File: src/rtl/vga_timing_gen.sv
// vga_timing_gen: programmable VGA raster timing generator.
// A clock divider produces the pixel strobe, h/v counters walk the raster of
// the active timing set, and the derived video signals are delayed through a
// pixel-rate pipeline. A single pending slot holds a new timing set until the
// next frame wrap so that mode changes only ever happen on a frame boundary.
`timescale 1ns/1ps
module vga_timing_gen #(
   parameter int CNT_W      = 11,
   parameter int CLK_DIV    = 4,
   parameter int PIPE_DEPTH = 2
) (
   input  logic             clk,
   input  logic             reset,
   input  logic             cfg_valid,
   output logic             cfg_ready,
   input  logic [CNT_W-1:0] cfg_hd,
   input  logic [CNT_W-1:0] cfg_hf,
   input  logic [CNT_W-1:0] cfg_hs,
   input  logic [CNT_W-1:0] cfg_ht,
   input  logic [CNT_W-1:0] cfg_vd,
   input  logic [CNT_W-1:0] cfg_vf,
   input  logic [CNT_W-1:0] cfg_vs,
   input  logic [CNT_W-1:0] cfg_vt,
   input  logic             cfg_hpol,
   input  logic             cfg_vpol,
   output logic             cfg_err,
   output logic             pix_en,
   output logic             hsync,
   output logic             vsync,
   output logic             de,
   output logic [CNT_W-1:0] h_cnt,
   output logic [CNT_W-1:0] v_cnt,
   output logic             line_start,
   output logic             frame_start
);

   localparam int DIV_W = (CLK_DIV > 1) ? $clog2(CLK_DIV) : 1;
   localparam logic [DIV_W-1:0] DIV_LAST = DIV_W'(CLK_DIV - 1);
   localparam int SW = CNT_W + 2;

   logic [DIV_W-1:0] div;
   logic [DIV_W-1:0] div_nxt;
   logic             pix_en_d;

   logic [CNT_W-1:0] act_hd, act_hf, act_hs, act_ht;
   logic [CNT_W-1:0] act_vd, act_vf, act_vs, act_vt;
   logic             act_hpol, act_vpol;
   logic [CNT_W-1:0] pend_hd, pend_hf, pend_hs, pend_ht;
   logic [CNT_W-1:0] pend_vd, pend_vf, pend_vs, pend_vt;
   logic             pend_hpol, pend_vpol;
   logic             pend_full;

   logic [CNT_W-1:0] h, v;
   logic             h_last, v_last, frame_wrap;
   logic             accept, cfg_ok;
   logic [SW-1:0]    h_tot, v_tot;

   logic [SW-1:0]    hs_beg, hs_end, vs_beg, vs_end;
   logic             de0, hs0, vs0, ls0, fs0;
   logic [CNT_W-1:0] hc0, vc0;

   logic [PIPE_DEPTH-1:0] de_p, hs_p, vs_p, ls_p, fs_p;
   logic [CNT_W-1:0]      hc_p [PIPE_DEPTH];
   logic [CNT_W-1:0]      vc_p [PIPE_DEPTH];

   // next divider value, wrapping after CLK_DIV clocks
   always_comb begin
      div_nxt = div + 1'b1;
      if (div == DIV_LAST) div_nxt = '0;
   end

   // divider and pixel strobe; pix_en is high while the divider sits at its last count
   always_ff @(posedge clk) begin
      if (reset) begin
         div      <= '0;
         pix_en   <= 1'b0;
         pix_en_d <= 1'b0;
      end else begin
         div      <= div_nxt;
         pix_en   <= (div_nxt == DIV_LAST);
         pix_en_d <= pix_en;
      end
   end

   // a timing set is legal when both totals are non-zero and each blanking fits its total
   always_comb begin
      h_tot  = SW'(cfg_hd) + SW'(cfg_hf) + SW'(cfg_hs);
      v_tot  = SW'(cfg_vd) + SW'(cfg_vf) + SW'(cfg_vs);
      cfg_ok = (cfg_ht != '0) && (cfg_vt != '0) &&
               (h_tot <= SW'(cfg_ht)) && (v_tot <= SW'(cfg_vt));
      accept     = cfg_valid && !pend_full;
      h_last     = (h == act_ht - 1'b1);
      v_last     = (v == act_vt - 1'b1);
      frame_wrap = pix_en && h_last && v_last;
   end

   assign cfg_ready = !pend_full;

   // active/pending timing sets; the pending set only takes over at a frame wrap
   always_ff @(posedge clk) begin
      if (reset) begin
         act_hd <= CNT_W'(640); act_hf <= CNT_W'(16); act_hs <= CNT_W'(96); act_ht <= CNT_W'(800);
         act_vd <= CNT_W'(480); act_vf <= CNT_W'(10); act_vs <= CNT_W'(2);  act_vt <= CNT_W'(525);
         act_hpol  <= 1'b0;
         act_vpol  <= 1'b0;
         pend_hd <= '0; pend_hf <= '0; pend_hs <= '0; pend_ht <= '0;
         pend_vd <= '0; pend_vf <= '0; pend_vs <= '0; pend_vt <= '0;
         pend_hpol <= 1'b0;
         pend_vpol <= 1'b0;
         pend_full <= 1'b0;
         cfg_err   <= 1'b0;
      end else begin
         cfg_err <= accept && !cfg_ok;
         if (frame_wrap && pend_full) begin
            act_hd <= pend_hd; act_hf <= pend_hf; act_hs <= pend_hs; act_ht <= pend_ht;
            act_vd <= pend_vd; act_vf <= pend_vf; act_vs <= pend_vs; act_vt <= pend_vt;
            act_hpol  <= pend_hpol;
            act_vpol  <= pend_vpol;
            pend_full <= 1'b0;
         end
         if (accept && cfg_ok) begin
            pend_hd <= cfg_hd; pend_hf <= cfg_hf; pend_hs <= cfg_hs; pend_ht <= cfg_ht;
            pend_vd <= cfg_vd; pend_vf <= cfg_vf; pend_vs <= cfg_vs; pend_vt <= cfg_vt;
            pend_hpol <= cfg_hpol;
            pend_vpol <= cfg_vpol;
            pend_full <= 1'b1;
         end
      end
   end

   // raster position counters, advancing once per pixel
   always_ff @(posedge clk) begin
      if (reset) begin
         h <= '0;
         v <= '0;
      end else if (pix_en) begin
         if (h_last) begin
            h <= '0;
            v <= v_last ? '0 : v + 1'b1;
         end else begin
            h <= h + 1'b1;
         end
      end
   end

   // stage-0 video signals derived from the current position and active set
   always_comb begin
      hs_beg = SW'(act_hd) + SW'(act_hf);
      hs_end = hs_beg + SW'(act_hs);
      vs_beg = SW'(act_vd) + SW'(act_vf);
      vs_end = vs_beg + SW'(act_vs);
      de0 = (h < act_hd) && (v < act_vd);
      hs0 = ((SW'(h) >= hs_beg) && (SW'(h) < hs_end)) ? act_hpol : ~act_hpol;
      vs0 = ((SW'(v) >= vs_beg) && (SW'(v) < vs_end)) ? act_vpol : ~act_vpol;
      hc0 = de0 ? h : '0;
      vc0 = de0 ? v : '0;
      ls0 = (h == '0);
      fs0 = (h == '0) && (v == '0);
   end

   // pixel-rate delay line; syncs are stored already polarised so in-flight pixels keep the old mode
   always_ff @(posedge clk) begin
      if (reset) begin
         de_p <= '0;
         hs_p <= '1;
         vs_p <= '1;
         ls_p <= '0;
         fs_p <= '0;
         for (int i = 0; i < PIPE_DEPTH; i++) begin
            hc_p[i] <= '0;
            vc_p[i] <= '0;
         end
      end else if (pix_en) begin
         de_p[0] <= de0;
         hs_p[0] <= hs0;
         vs_p[0] <= vs0;
         ls_p[0] <= ls0;
         fs_p[0] <= fs0;
         hc_p[0] <= hc0;
         vc_p[0] <= vc0;
         for (int i = 1; i < PIPE_DEPTH; i++) begin
            de_p[i] <= de_p[i-1];
            hs_p[i] <= hs_p[i-1];
            vs_p[i] <= vs_p[i-1];
            ls_p[i] <= ls_p[i-1];
            fs_p[i] <= fs_p[i-1];
            hc_p[i] <= hc_p[i-1];
            vc_p[i] <= vc_p[i-1];
         end
      end
   end

   assign de          = de_p[PIPE_DEPTH-1];
   assign hsync       = hs_p[PIPE_DEPTH-1];
   assign vsync       = vs_p[PIPE_DEPTH-1];
   assign h_cnt       = hc_p[PIPE_DEPTH-1];
   assign v_cnt       = vc_p[PIPE_DEPTH-1];
   assign line_start  = ls_p[PIPE_DEPTH-1] & pix_en_d;
   assign frame_start = fs_p[PIPE_DEPTH-1] & pix_en_d;

endmodule

File: config.mk
export PLATFORM = sky130hd
export DESIGN_NAME = vga_timing_gen
export DESIGN_NICKNAME = d
export VERILOG_FILES = /design/src/rtl/vga_timing_gen.sv
export SDC_FILE = /design/constraint.sdc
export NUM_CORES = 1
export LEC_CHECK = 0
export ABC_AREA = 1
export BUFFER_PORTS_ARGS = -buffer_cell sky130_fd_sc_hd__buf_2
export CORE_ASPECT_RATIO = 2
export CORE_UTILIZATION = 55
export DETAILED_ROUTE_END_ITERATION = 16
export GPL_ROUTABILITY_DRIVEN = 0
export HOLD_SLACK_MARGIN = 0.05
export PLACE_DENSITY = 0.74
export SYNTH_ARGS = -nofsm -noshare
export SYNTH_HDL_FRONTEND = slang
export SYNTH_SLANG_ARGS = --single-unit
File: constraint.sdc
create_clock -name clk -period 8.55 [get_ports clk]
set_input_delay 0.4275 -clock clk [delete_from_list [all_inputs] [get_ports clk]]
set_output_delay 0.4275 -clock clk [all_outputs]
set_load 0.02 [all_outputs]
# --- Word-level counts from Yosys, hierarchy flattened ---
# Memory sizes are Yosys's and may differ from the RTL's.
# Cells that the tools add are included.
op_classes:
  add_sub_neg: 13
  n_lt_le_gt_ge: 8
  eq_ne: 4
  muxes: 18
  bitwise_logic: 8
  reduce_logical: 21
ops:
  columns: ["op", "count"]
  rows:
  - ["two-way mux 11 bit", 8]
  - ["adder 12 x 11 -> 13 bit", 4]
  - ["adder 11 x 11 -> 12 bit", 4]
  - ["less-or-equal comparator 13 x 11 -> 1 bit", 2]
  - ["less-than comparator 11 x 13 -> 1 bit", 2]
  - [">= comparator 11 x 12 -> 1 bit", 2]
  - ["adder 11 x 1 -> 11 bit (second input constant)", 2]
  - ["equality test 11 bit", 2]
  - ["zero test 11 bit", 2]
  - ["less-than comparator 11 bit", 2]
  - ["nonzero test 11 bit", 2]
  - ["subtractor 11 x 1 -> 11 bit (second input constant)", 2]
  - ["logical AND 1 bit", 13]
  - ["two-way mux 1 bit", 9]
  - ["equality test 2 bit (second input constant)", 2]
  - ["bitwise OR 1 bit", 4]
  - ["adder 2 x 1 -> 2 bit (second input constant)", 1]
  - ["bitwise AND 1 bit", 2]
  - ["zero test 1 bit", 2]
  - ["two-way mux 2 bit", 1]
  - ["NOT 1 bit", 2]
  - ["AND reduction 2 bit", 1]
  - ["nonzero test 2 bit", 1]
word_totals:
  reg_bits: 218
  ram_bits: 44
  in_bits: 93
  output_inout_bits: 30
  wordCells: 106
  memories: 2
memory_table:
  columns: ["memory", "words", "width", "read_ports", "rd_ports_with_merged_regs", "wr", "line_no", "text"]
  rows:
  - ["hc_p", 2, 11, 2, 0, 2, "63", "logic [CNT_W-1:0] hc_p [PIPE_DEPTH];"]
  - ["vc_p", 2, 11, 2, 0, 2, "64", "logic [CNT_W-1:0] vc_p [PIPE_DEPTH];"]

# --- Logic depth before layout (Yosys ltp) ---
logic_depth:
  word_depth: 7
  ltp_mapped: 27
  depth_no_buf: 27

# --- Worst setup path before layout ---
# Ideal clock, no wire load.
synth_path:
  path_type: "in2reg"
  start: "in cfg_hd[1]"
  end: "reg pend_hd[0]"
  arrival_time_ns: 3.545
  setup_slack_ns: 4.892
  cell_stages: 21
  path_cell_list: "inv_1 > fa_1 > inv_1 > ha_1 > inv_1 > fa_1 > inv_1 > a21oi_1 > o211a_1 > xor2_1 > ha_1 > nand2_1 > inv_1 > nand4_1 > nand2_1 > nand3_1 > nor2_1 > clkbuf_1 > nand3b_1 > nand2_1 > nor2_1"
synth_via:
  elab_chain_len: 6
synth_lines:
  columns: ["element", "line_no", "text"]
  rows:
  - ["start: declaration", "16", "input logic [CNT_W-1:0] cfg_hd,"]
  - ["adder 11 x 11 -> 12 bit", "87", "h_tot = SW'(cfg_hd) + SW'(cfg_hf) + SW'(cfg_hs);"]
  - ["adder 12 x 11 -> 13 bit", "87", null]
  - ["less-or-equal comparator 13 x 11 -> 1 bit", "90", "(h_tot <= SW'(cfg_ht)) && (v_tot <= SW'(cfg_vt));"]
  - ["logical AND 1 bit", "89", "cfg_ok = (cfg_ht != '0) && (cfg_vt != '0) &&"]
  - ["logical AND 1 bit", "90", null]
  - ["logical AND 1 bit", "121", "if (accept && cfg_ok) begin"]
  - ["end signal: assignment", "122", "pend_hd <= cfg_hd; pend_hf <= cfg_hf; pend_hs <= cfg_hs; pend_ht <= cfg_ht;"]
  - ["end: declaration", "48", "logic [CNT_W-1:0] pend_hd, pend_hf, pend_hs, pend_ht;"]
# Every way passes these cells.
# A chain may end at the register's enable or synchronous reset.

# --- Worst setup path after layout ---
layout_path:
  start: "reg act_vd[0]"
  end: "reg vs_p[0]"
layout_via:
  elab_chain_len: 5
  elab_cells_between_ends: 6
  classes_between: "2 x add/sub; 2 x order compare; 1 x mux; 1 x reduce/logical"
layout_lines:
  columns: ["element", "line_no", "text"]
  rows:
  - ["start: declaration", "46", "logic [CNT_W-1:0] act_vd, act_vf, act_vs, act_vt;"]
  - ["start signal: assignment", "116", "act_vd <= pend_vd; act_vf <= pend_vf; act_vs <= pend_vs; act_vt <= pend_vt;"]
  - ["adder 11 x 11 -> 12 bit *", "150", "vs_beg = SW'(act_vd) + SW'(act_vf);"]
  - ["adder 12 x 11 -> 13 bit", "151", "vs_end = vs_beg + SW'(act_vs);"]
  - ["less-than comparator 11 x 13 -> 1 bit", "154", "vs0 = ((SW'(v) >= vs_beg) && (SW'(v) < vs_end)) ? act_vpol : ~act_vpol;"]
  - ["logical AND 1 bit *", "154", null]
  - ["two-way mux 1 bit *", "154", null]
  - ["end signal: assignment", "176", "vs_p[0] <= vs0;"]
  - ["end signal: indexed assignment", "184", "vs_p[i] <= vs_p[i-1];"]
  - ["end: declaration", "62", "logic [PIPE_DEPTH-1:0] de_p, hs_p, vs_p, ls_p, fs_p;"]
# Every way passes the cells marked *; elsewhere a longest branch is shown, timed or not.

==> results.md <==
* Clock latency on the worst-skew pair at 530 ps
* Core Box Area at 31,000 um2
* Die X at 128 um
* Clk pin slew, worst setup/hold paths at 70 ps
* Final wirelength at between 40 and 50 mm
* Critical R2R Capture: vs_p[0]$_SDFFE_PP1P_
* Dpl cells at 2,880
* Pre-CTS WS at 4030 ps
* DP Area at 18,100 um2
* Fin worst setup slack at about 4000 ps
* # IOs at about 120
* Hold worst-path end: pend_vpol$_SDFFE_PP0P_
* Sequential power share at 44.5%
* P_sw at 863 uW
* Minimum clock period at 4460 ps
* DRT Pass-1 Iters at 5
* Max-slew violation count at 0
* Largest cells by area after synthesis: dfxtp_1 (25%), ha_1 (11%), nand2_1 (10%)
* Worst-margin pin slew at roughly 1000 ps
* Post-layout util at 61.0%
* Max-capacitance violation count at 0
* Worst EP required at 8970 ps
* Setup tns final at 0 ps
* Post-synth top cells: nand2_1 (469), nor2_1 (397), inv_1 (329)
* WP data arrival at 4890 ps
* Final Power at 3.01 mW
* Hold WC Path Type: in2reg
* Via count at 15,200
* Nature of the critical path endpoint: flip-flop
* Top cell type's share of synthesized area at around 25%
* Sequential area share after synthesis at approximately 33%
* Setup Viol. Count Final at 0
* Crit-path slowest cell: fa_1
* # resized after CTS at 0
* Drt drc at 0
* Final worst clock skew at around 11 ps
* Unrepaired setup endpoints after global routing: no
* Post-synth EDFFs at 44
* Diodes inserted at 0
* TritonCTS clock tree: built
* Most used cell, CP: nand2_1
* Final instance area at between 15,000 and 20,000 um2
* Synth Cell Area at 17,500 um2
* Fraction of final layout cells sized beyond drive strength 1 at approximately 7.5%
* Hold Crit Depth at 4
* Post-layout nets at 2,769
* # clock sinks at 262
* Via/cell ratio at 5.21
* Die Footprint at 32,500 um2
* Clk root buf: clkbuf_16
* Hold-fix buffers, CTS at 0
* Area grow syn2layout at 8.25%
* Routed WL per cell at 13.8 um
* Crit-path max cell delay at around 410 ps
* Reg-to-Reg Start: act_vd[0]$_SDFFE_PP0P_
* Total grt overflow at 0
* Largest vdd supply drop at 129 uV
* R2R Setup Slk at 4090 ps
* Post-Syn Area per Cell at 7.13 um2
* Worst Path Max Fanout at 5
* Overall Global Routing Usage at 25.1%
* Buf+Inv Stages, Crit Path at 2
* Largest registers: hc_p x22, vc_p x22
* Relative slew slack at between 30% and 40%
* Die Ht at 254 um
* Net Count, Synth at 2,727
* Leakage power at 9.00 nW
* Hold_sp: cfg_vpol
* Crit start category: flip-flop
* Cell Int Power at between 2 and 2.5 mW
* Count leader, synth: nand2_1
* Final Hold Fails at 0
* Proportion of power drawn by the clock network at 36.9%
* Worst setup path class: reg2reg
* Power Density at 159 nW/um2
* ANT nets after route at 0
* H-tree depth at 1
* Yosys cell types at 48
* # rows at 91
* Switch share at roughly 29%
* Initial antenna violation count at 0
* Top Family by Delay on Critical Path: compound AO/OA/AOI/OAI gates
* Critical path depth at 25
* Largest net degree at the start of global routing at 94
* #FFs+latches synth at about 260
* Gate power share at 18.6%
* Wire length of the first global-routing pass at approximately 67 mm
* Initial DRC count at 991
* Cell Count, Final, Fillers Out at 2,922
* Starting Density at between 50% and 60%
* Vias in the first global route at between 10,000 and 15,000
* Final worst-path cycle share at 52.2%
* Synth area leader: dfxtp_1
* Setup Buffers After CTS at 0
* HPWL after DPL at 30.2 mm
* F_max at 224 MHz
* Worst R2R Path Depth at 25
* Post-synthesis instance total at 2,446
* Yosys warnings at 0
* CTS buffer count at 24
* Synth Flop Type: dfxtp_1
* Fraction of registers with async set/reset at 0%
* Port bufs at 122
* Status: completed
* Worst hold slack at around 230 ps
* Deepest clock path buffer count at 3
[how the worst max path moves through the flow]
stage	startpoint	end
2_1_floorplan	cfg_hd[1]	pend_hd[0]$_SDFFE_PP0P_
3_3_place_gp	cfg_hd[3]	pend_vd[8]$_SDFFE_PP0P_
3_5_place_dp	cfg_vd[1]	pend_hf[3]$_SDFFE_PP0P_
4_1_cts	act_vd[0]$_SDFFE_PP0P_	vs_p[0]$_SDFFE_PP1P_
5_1_grt	act_vd[0]$_SDFFE_PP0P_	vs_p[0]$_SDFFE_PP1P_
6_report	act_vd[0]$_SDFFE_PP0P_	vs_p[0]$_SDFFE_PP1P_
[per-layer routing]
| layer | GRT usage (%) | routed length [um] | part of all wire [%] |
|---|---|---|---|
| met1 | 29.7 | 16900 | 42 |
| met2 | 44.5 | 19800 | 49 |
| met3 | 2.00 | 1400 | 3.5 |
| met4 | 13.9 | 2160 | 5.4 |
| met5 | 0 | 0 | 0 |
[final cells by class]
cell class              count  area (um2)
multi-input cells        1736        9940
inverters                 335        1260
repair buffers            129         663
clock inverters             6        68.8
fillers                  2889       12100
flip-flops and latches    262        5690
clock buffers              36         748
well taps                 418         523
[logic make-up after synthesis]
group / after synthesis / share of synthesized area (%)
buffers and inverters: 448 / 10.5
DFF: 262 / 32.6
adders and majority gates: 188 / 14.7
xor gates and xnor gates: 85 / 4.27
and+or+nand+nor: 1223 / 30.4
AOI/OAI and AO/OA: 240 / 7.51
[tightest hold or removal path, cell delays in order]
cell and delay (ps):
buf_2 80, nand3b_1 90, nand2_1 50, nor2_1 70
[layout by cell type (no fill, tap or decap), drive strengths merged, types with 36 or more instances in the layout]
cell type	synthesis	routed
inv	330	333
buf	58	129
edfxtp	44	44
a21oi	163	163
dfxtp	218	218
nor2	401	401
nand3	207	207
nand3b	70	70
clkbuf	55	36
xor2	58	58
ha	160	160
nand2	471	471
[power by group through the flow]
stage	Clock, mW	Sequential, mW	Combinational (mW)
after floorplan	0	1.35	0.418
after global placement	0	1.37	0.543
after detailed placement	0	1.37	0.557
after CTS	1.13	1.34	0.559
after global routing	1.18	1.35	0.634
final	1.11	1.34	0.560
Power figures use the tool's default switching activity.
